### config.mk
export PLATFORM = sky130hd
export DESIGN_NAME = dmem_access_unit
export DESIGN_NICKNAME = d
export VERILOG_FILES = /design/src/rtl/dmem_access_unit.sv
export SDC_FILE = /design/constraint.sdc
export NUM_CORES = 1
export LEC_CHECK = 0
export BUFFER_PORTS_ARGS = -buffer_cell sky130_fd_sc_hd__buf_4
export CAP_MARGIN = 20
export CORE_MARGIN = 2
export CORE_UTILIZATION = 40
export DETAILED_ROUTE_END_ITERATION = 7
export PLACE_DENSITY = 0.68
export REMOVE_ABC_BUFFERS = 1
export SLEW_MARGIN = 30
export SYNTH_ARGS = -nofsm -noshare
export SYNTH_HDL_FRONTEND = slang
export SYNTH_SLANG_ARGS = --single-unit
### constraint.sdc
create_clock -name clk -period 2.6 [get_ports clk]
set_input_delay 0.13 -clock clk [delete_from_list [all_inputs] [get_ports clk]]
set_output_delay 0.13 -clock clk [all_outputs]
set_load 0.01 [all_outputs]
### src/rtl/dmem_access_unit.sv
// Memory-stage load/store responder: turns M-stage accesses into single wait-stated bus
// transfers, stalling the pipeline until the transfer completes or times out.
module dmem_access_unit #(
    parameter int TIMEOUT_CYC = 255
) (
    input  logic        clk,
    input  logic        reset,
    input  logic        MemReadM,
    input  logic        MemWriteM,
    input  logic [2:0]  funct3M,
    input  logic [31:0] ALUResultM,
    input  logic [31:0] WriteDataM,
    output logic        StallM,
    output logic [31:0] ReadDataM,
    output logic        MisalignM,
    output logic        BusErrM,
    output logic        bus_req,
    output logic        bus_we,
    output logic [31:0] bus_addr,
    output logic [3:0]  bus_wstrb,
    output logic [31:0] bus_wdata,
    input  logic [31:0] bus_rdata,
    input  logic        bus_ack
);

    localparam logic [1:0] IDLE = 2'd0;
    localparam logic [1:0] BUSY = 2'd1;
    localparam logic [1:0] RESP = 2'd2;

    localparam logic [9:0] TIMEOUT_LAST = 10'(TIMEOUT_CYC - 1);

    logic [1:0]  state;
    logic [9:0]  waitCount;
    logic [2:0]  sizeReg;
    logic [1:0]  offsetReg;
    logic        access;
    logic        illegal;
    logic [3:0]  storeStrb;
    logic [31:0] storeData;
    logic [31:0] laneWord;
    logic [31:0] loadValue;

    assign access = MemReadM | MemWriteM;

    // Alignment and funct3 legality; a simultaneous read+write is judged as a store.
    always_comb begin
        illegal = 1'b0;
        case (funct3M)
            3'b000, 3'b100: illegal = 1'b0;
            3'b001, 3'b101: illegal = ALUResultM[0];
            3'b010:         illegal = (ALUResultM[1:0] != 2'b00);
            default:        illegal = 1'b1;
        endcase
        if (MemWriteM && funct3M[2])
            illegal = 1'b1;
    end

    always_comb begin
        storeStrb = 4'b1111;
        storeData = WriteDataM;
        case (funct3M[1:0])
            2'b00: begin
                storeStrb = 4'b0001 << ALUResultM[1:0];
                storeData = {4{WriteDataM[7:0]}};
            end
            2'b01: begin
                storeStrb = ALUResultM[1] ? 4'b1100 : 4'b0011;
                storeData = {2{WriteDataM[15:0]}};
            end
            default: begin
                storeStrb = 4'b1111;
                storeData = WriteDataM;
            end
        endcase
    end

    assign laneWord = bus_rdata >> {offsetReg, 3'b000};

    always_comb begin
        loadValue = laneWord;
        case (sizeReg)
            3'b000:  loadValue = {{24{laneWord[7]}}, laneWord[7:0]};
            3'b100:  loadValue = {24'h0, laneWord[7:0]};
            3'b001:  loadValue = {{16{laneWord[15]}}, laneWord[15:0]};
            3'b101:  loadValue = {16'h0, laneWord[15:0]};
            default: loadValue = laneWord;
        endcase
    end

    // Stall is raised in the same cycle a legal access is seen so M holds immediately.
    assign StallM    = reset & (((state == IDLE) & access & ~illegal) | (state == BUSY));
    assign MisalignM = reset & (state == IDLE) & access & illegal;

    always_ff @(posedge clk) begin
        if (!reset) begin
            state     <= IDLE;
            waitCount <= '0;
            sizeReg   <= '0;
            offsetReg <= '0;
            bus_req   <= 1'b0;
            bus_we    <= 1'b0;
            bus_addr  <= '0;
            bus_wstrb <= '0;
            bus_wdata <= '0;
            ReadDataM <= '0;
            BusErrM   <= 1'b0;
        end else begin
            BusErrM <= 1'b0;
            case (state)
                IDLE: begin
                    waitCount <= '0;
                    if (access && !illegal) begin
                        bus_req   <= 1'b1;
                        bus_we    <= MemWriteM;
                        bus_addr  <= {ALUResultM[31:2], 2'b00};
                        bus_wstrb <= MemWriteM ? storeStrb : 4'b0000;
                        bus_wdata <= MemWriteM ? storeData : 32'h0;
                        sizeReg   <= funct3M;
                        offsetReg <= ALUResultM[1:0];
                        state     <= BUSY;
                    end
                end
                BUSY: begin
                    // An ack arriving on the final allowed cycle still completes normally.
                    if (bus_ack) begin
                        bus_req <= 1'b0;
                        if (!bus_we)
                            ReadDataM <= loadValue;
                        state <= RESP;
                    end else if (waitCount == TIMEOUT_LAST) begin
                        bus_req   <= 1'b0;
                        ReadDataM <= '0;
                        BusErrM   <= 1'b1;
                        state     <= RESP;
                    end else begin
                        waitCount <= waitCount + 10'd1;
                    end
                end
                RESP: begin
                    waitCount <= '0;
                    state     <= IDLE;
                end
                default: state <= IDLE;
            endcase
        end
    end

endmodule

==> impl_metrics.csv, run 1 <==
group,metric,value,unit
timing,slew_headroom,0.501,
synthesis,yosys-top-cells-count,"dfxtp_1, mux2i_1, o2bb2ai_1",
worst_setup_path,crit_type,"in -> out",
timing,max_slew.worst_pin.slew,745,ps
timing,whs,4.43,ps
worst_setup_path,path_buf_inv,3,
clock_network,cts_tree,"built",
placement,place_congestion,0.817,
detailed_routing,wl,15200,µm
finish,stdcell_area,7950,µm²
power,leakagePower,3.60,nW
detailed_routing,vias_per_cell,5.12,
die,rows,41,
worst_setup_path,crit_required,2470,ps
timing,hold_violations,0,
worst_setup_path,cp-start-kind,"primary input",
timing,max_freq,455,MHz
timing,period_share,0.846,
worst_setup_path,timing.critical_path.mode_cell,"buf_4",
global_routing,overflow,0,
detailed_routing,routedWlPerCell,16.4,µm
worst_setup_path,cp.arrival,2070,ps
worst_setup_path,crit_fanout,34,
global_routing,grt_max_degree,46,
clock_network,root_buffer,"clkbuf_16",
global_routing,grt_pass1_wl,23400,µm
synthesis,yosys.area.top_type,"dfxtp_1",
placement,placed_cells,838,
placement,dp_hpwl,10100,µm
detailed_routing,drc,0,
timing,fin_skew,7.09,ps
status,status,"finished clean",
min_path,hp-class,"in -> reg",
synthesis,synth-edff-count,0,
detailed_routing,ant_nets,0,
worst_setup_path,path_cells,"buf_4 > or4_1 > a2111o_2 > buf_12 > a21boi_0 > buf_4",
synthesis,synthTopCellsByArea,"dfxtp_1, mux2i_1, o2bb2ai_1, nor2b_1, a221o_1",
worst_setup_path,r2r-start,"state[1]",
power,powerDensity,628,nW/µm²
clock_network,path_clk_slew,50,ps
detailed_routing,first_pass_iters,4,
synthesis,async_flop_share,0,
finish,nNetsFinal,849,
synthesis,ys.warnings.count,0,
clock_network,clk_path_buf_depth,2,
worst_setup_path,crit_path_start,"ALUResultM[1]",
synthesis,syn_avg_cell_area,10.5,µm²
die,die_w,116,µm
timing,finalSetupTns,0,ps
synthesis,synth_area,5050,µm²
finish,layout-drive-gt1-share,0.360,
timing,setup_viol,0,
worst_setup_path,crit_slowest_cell,"a2111o_2",
synthesis,ys_seq_elements,118,
die,dieArea,13500,µm²
timing,rsz0062_at_grt,"false",
clock_network,h-tree-depth,4,
die,start_util,0.405,
power,peakVddDrop,0.000389,V
detailed_routing,vias,4752,
synthesis,netlist_instances,482,
flow_run,drv_cap,0,
finish,diodes,0,
timing,drv_slew,0,
global_routing,grt_use_total,0.224,
worst_setup_path,critPathCaptureType,"output pin",
finish,area_growth,57.3,%
clock_network,cts_made_buffers,17,
timing,fin_crit,2200,ps
global_routing,grt_pass1_vias,4630,
clock_network,cts.sinks,118,
finish,fin_cells,928,
global_routing,antenna_found_initial,0,
clock_network,clk_latency,410,ps
synthesis,yosysSeqAreaShare,0.468,
die,die_h,116,µm
min_path,min_from,"ALUResultM[23]",
worst_setup_path,crit_family,"compound AO/OA/AOI/OAI gates",
placement,place_area,6780,µm²
synthesis,synth_cell_type_count,47,
worst_setup_path,critPathMaxStageDelay,610,ps
synthesis,synth_top_area_share,0.468,
placement,port_buffers,206,
die,coreArea,12500,µm²
detailed_routing,drt-initial-drc-count,318,
synthesis,ys.flop_type,"dfxtp_1",
die,ios,209,
synthesis,synth.most_common_cell,"dfxtp_1",
finish,nFillCells,1004,
## per-layer routing
metal	up-vias	wire [µm]	GRT usage
met5	-	0	0
met4	0	278	0.0913
met3	23	926	0.0659
met2	161	7410	0.376
met1	2246	6590	0.269
li1	2322	-	-
## flip-flops by register name (all words and copies together), names as in the netlist, 2 cells and up
signal and count:
ReadDataM 32, waitCount 10, state 2, bus_addr 30, bus_wstrb 4, bus_wdata 32, offsetReg 2, sizeReg 3
## worst paths after layout
kind / end / cells past startpoint / slack [ps]
worst max-delay path: StallM / 6 / 400
worst min-delay path: bus_addr[23] / 3 / 4
worst max register to register: ReadDataM[20] / 5 / 450
worst min register to register: ReadDataM[15] / 1 / 460
## cells in the final DEF, fill, tap and decap left out, types with 3 or more instances in the layout
| cell | Yosys | final |
|---|---|---|
| buf_4 | 3 | 221 |
| clkbuf_16 | 0 | 17 |
| nand2_1 | 14 | 14 |
| nor2b_1 | 37 | 37 |
| a221o_1 | 17 | 17 |
| nor2_1 | 19 | 19 |
| nand4_1 | 3 | 3 |
| o21ai_0 | 10 | 10 |
| dlygate4sd3_1 | 0 | 58 |
| a22o_1 | 17 | 17 |
| a21oi_1 | 27 | 26 |
| nand2b_1 | 5 | 5 |
| clkinv_2 | 0 | 7 |
| dfxtp_1 | 118 | 118 |
| o31ai_1 | 4 | 4 |
| mux2_2 | 8 | 8 |
| o2bb2ai_1 | 43 | 43 |
| nor3_1 | 5 | 4 |
| mux2i_1 | 75 | 75 |
| or4_1 | 4 | 4 |
| clkbuf_8 | 0 | 3 |
| inv_1 | 3 | 3 |
| or2_2 | 4 | 4 |
## stage by stage
| step | setup slack (ps) | power (mW) | util |
|---|---|---|---|
| 3_5_place_dp | 330 | 2.68 | 0.544 |
| 2_1_floorplan | -248 | 2.31 | - |
| 4_1_cts | 452 | 5.02 | 0.637 |
| 5_1_grt | 322 | 5.19 | 0.638 |
| 3_3_place_gp | 373 | 2.66 | 0.544 |
| 6_report | 401 | 4.99 | 0.638 |
## worst register-to-register path: cells and delay by family (launching register included)
kind,cells,cell delay (ps)
and+or+nand+nor,3,1250
DFF,1,370
AOI/OAI and AO/OA,1,270
buffers and inverters,1,220
## cell families (layout without fill, tap and decap cells)
family / Yosys count / in the layout / synth area share
AND/OR/NAND/NOR: 104 / 104 / 0.115
buffers and inverters: 42 / 315 / 0.0367
other: 1 / 2 / 0.000742
multiplexers: 84 / 84 / 0.171
XOR/XNOR: 3 / 3 / 0.00520
flip-flops: 118 / 118 / 0.468
AO/OA/AOI/OAI: 128 / 128 / 0.199
adder cells (fa/ha/maj): 2 / 2 / 0.00495
## layout make-up
type	count	area, µm²	share of cell area
timing repair buffer	280	2260	0.284
multi-input combinational	323	2520	0.317
clock buffer	22	474	0.0597
clock inverter	10	103	0.0129
sequential	118	2360	0.297
tap	172	215	0.0271
inverter	3	11.3	0.00142
## what timing repair did
item	in CTS	in global routing
resized for setup	0	0
endpoints found under the hold margin	58	0
setup buffers	0	0
hold buffers	58	0
## power by group
part | internal [mW] | switching [mW]
sequential | 1.89 | 0.0511
combinational | 0.425 | 0.349
clock | 1.47 | 0.797
(Power assumes the default switching activity.)
==> inputs of run 2 (changes only) <==
- PLACE_DENSITY: 0.68 -> 0.71
- clock period: 2.6 -> 1.9 ns (I/O delays scaled with it)
==> impl_metrics.csv, run 2 (synthesis results as in run 1) <==
group,metric,value,unit
finish,fin_util,0.675,
worst_setup_path,cp-start-kind,"primary input",
die,coreArea,12500,µm²
die,die_w,116,µm
finish,nFillCells,941,
die,ios,209,
detailed_routing,ant_nets,0,
worst_setup_path,critPathCaptureType,"output pin",
timing,fin_skew,9.12,ps
timing,fin_crit,1870,ps
worst_setup_path,path_buf_inv,3,
die,rows,41,
detailed_routing,drc,0,
worst_setup_path,path_cells,"buf_4 > or4_1 > a2111o_2 > buf_12 > a21boi_2 > buf_4",
timing,hold_violations,0,
global_routing,antenna_found_initial,0,
status,status,"finished clean",
worst_setup_path,crit_family,"compound AO/OA/AOI/OAI gates",
timing,setup_ws,33.7,ps
timing,period_share,0.982,
global_routing,grt_pass1_wl,24600,µm
power,leakagePower,3.82,nW
placement,place_ws,-130,ps
timing,rsz0062_at_grt,"true",
power,peakVddDrop,0.000683,V
finish,area_growth,66.6,%
worst_setup_path,cp.arrival,1770,ps
worst_setup_path,critPathMaxStageDelay,560,ps
timing,max_freq,536,MHz
global_routing,grt_pass1_vias,4943,
placement,dp_hpwl,10300,µm
clock_network,root_buffer,"clkbuf_16",
placement,place_congestion,0.825,
placement,port_buffers,206,
global_routing,grt_max_degree,46,
worst_setup_path,crit_required,1800,ps
finish,layout-drive-gt1-share,0.393,
finish,final_common_cell,"buf_4",
clock_network,h-tree-depth,4,
worst_setup_path,reg2reg_setup_slack,70,ps
detailed_routing,first_pass_iters,4,
worst_setup_path,crit_slowest_cell,"or4_1",
detailed_routing,vias_per_cell,5.13,
timing,drv_slew,0,
power,powerDensity,844,nW/µm²
clock_network,cts_made_buffers,17,
detailed_routing,routedWlPerCell,16.5,µm
finish,nNetsFinal,884,
detailed_routing,wl,15900,µm
worst_setup_path,crit_fanout,10,
clock_network,clk_path_buf_depth,2,
clock_network,cts_tree,"built",
die,start_util,0.405,
timing,slew_headroom,0.612,
timing,max_slew.worst_pin.slew,580,ps
clock_network,path_clk_slew,60,ps
detailed_routing,drt-initial-drc-count,239,
timing,setup_viol,0,
clock_network,cts.sinks,118,
detailed_routing,vias,4941,
worst_setup_path,timing.critical_path.mode_cell,"buf_4",
flow_run,drv_cap,0,
die,dieArea,13500,µm²
global_routing,grt_use_total,0.231,
global_routing,overflow,0,
clock_network,clk_latency,390,ps
worst_setup_path,crit_type,"in -> out",
finish,diodes,0,
min_path,hp-class,"in -> reg",
finish,top_regs,"ReadDataM x32, bus_wdata x32, bus_addr x30",
timing,whs,19.4,ps
finish,layout_common_cells,"buf_4, dfxtp_1, mux2i_1, dlygate4sd3_1, o2bb2ai_1",
die,die_h,116,µm
## run 2: cell types whose count changed in the layout (fill, tap and decap cells not counted), moves of 3 or more
cell,change
clkinv_2,-6
dlygate4sd3_1,+6
buf_4,+24
a21oi_1,-3
clkinvlp_4,+4
buf_12,+3
## run 2: cell type report
cell class | instances | area (µm²) | share of cell area
timing repair buffer | 315 | 2630 | 0.312
tap | 172 | 215 | 0.0256
clock buffer | 21 | 460 | 0.0547
clock inverter | 11 | 150 | 0.0178
sequential | 118 | 2360 | 0.281
multi-input combinational | 323 | 2590 | 0.308
inverter | 3 | 11.3 | 0.00134
## run 2: per-stage QoR
stage,cells,cell area (µm²),TNS [ps],power [mW]
4_1_cts,963,8370,0,7.14
3_3_place_gp,862,7000,-2120,3.69
3_5_place_dp,862,7000,-3930,3.72
2_1_floorplan,444,4880,-58540,3.15
5_1_grt,963,8420,-16.5,7.38
6_report,963,8420,0,7.10
## run 2: path summary, 6_finish.rpt
kind | startpoint | to | cells after the start
setup reg to reg | waitCount[0] | waitCount[0] | 7
hold reg to reg | bus_wdata[13] | bus_wdata[13] | 1
setup / recovery | ALUResultM[1] | StallM | 6
hold / removal | WriteDataM[24] | bus_wdata[24] | 4
## run 2: metal layers
metal  vias up  global-route usage  share of wire
met2       167               0.383           0.49
li1       2395                   -              -
met4         0              0.0889          0.014
met1      2362               0.289           0.44
met3        17              0.0602          0.061
met5         -                   0              0
## run 2: where the power goes
| group | leakage, nW | internal, mW | total, mW | switching, mW |
|---|---|---|---|---|
| registers | 0.959 | 2.59 | 2.66 | 0.0657 |
| logic | 2.58 | 0.666 | 1.18 | 0.511 |
| clock network | 0.282 | 2.13 | 3.27 | 1.14 |
## run 2: what timing repair did
| action | 4_1_cts | 5_1_grt |
|---|---|---|
| hold buffers | 64 | 0 |
| endpoints found under the setup margin | 24 | 25 |
| hold endpoints to repair | 64 | 0 |
| gates resized for setup | 3 | 14 |
| gates cloned | 2 | 0 |
| pin swaps | 2 | 6 |
| setup buffers | 3 | 0 |
## run 2: worst reg2reg max path: stages, from the launching register on
cell and delay [ps]:
dfxtp_1 310, inv_1 80, ha_1 140, or3b_4 380, buf_4 160, or3_4 420, a21o_1 170, a21oi_1 100
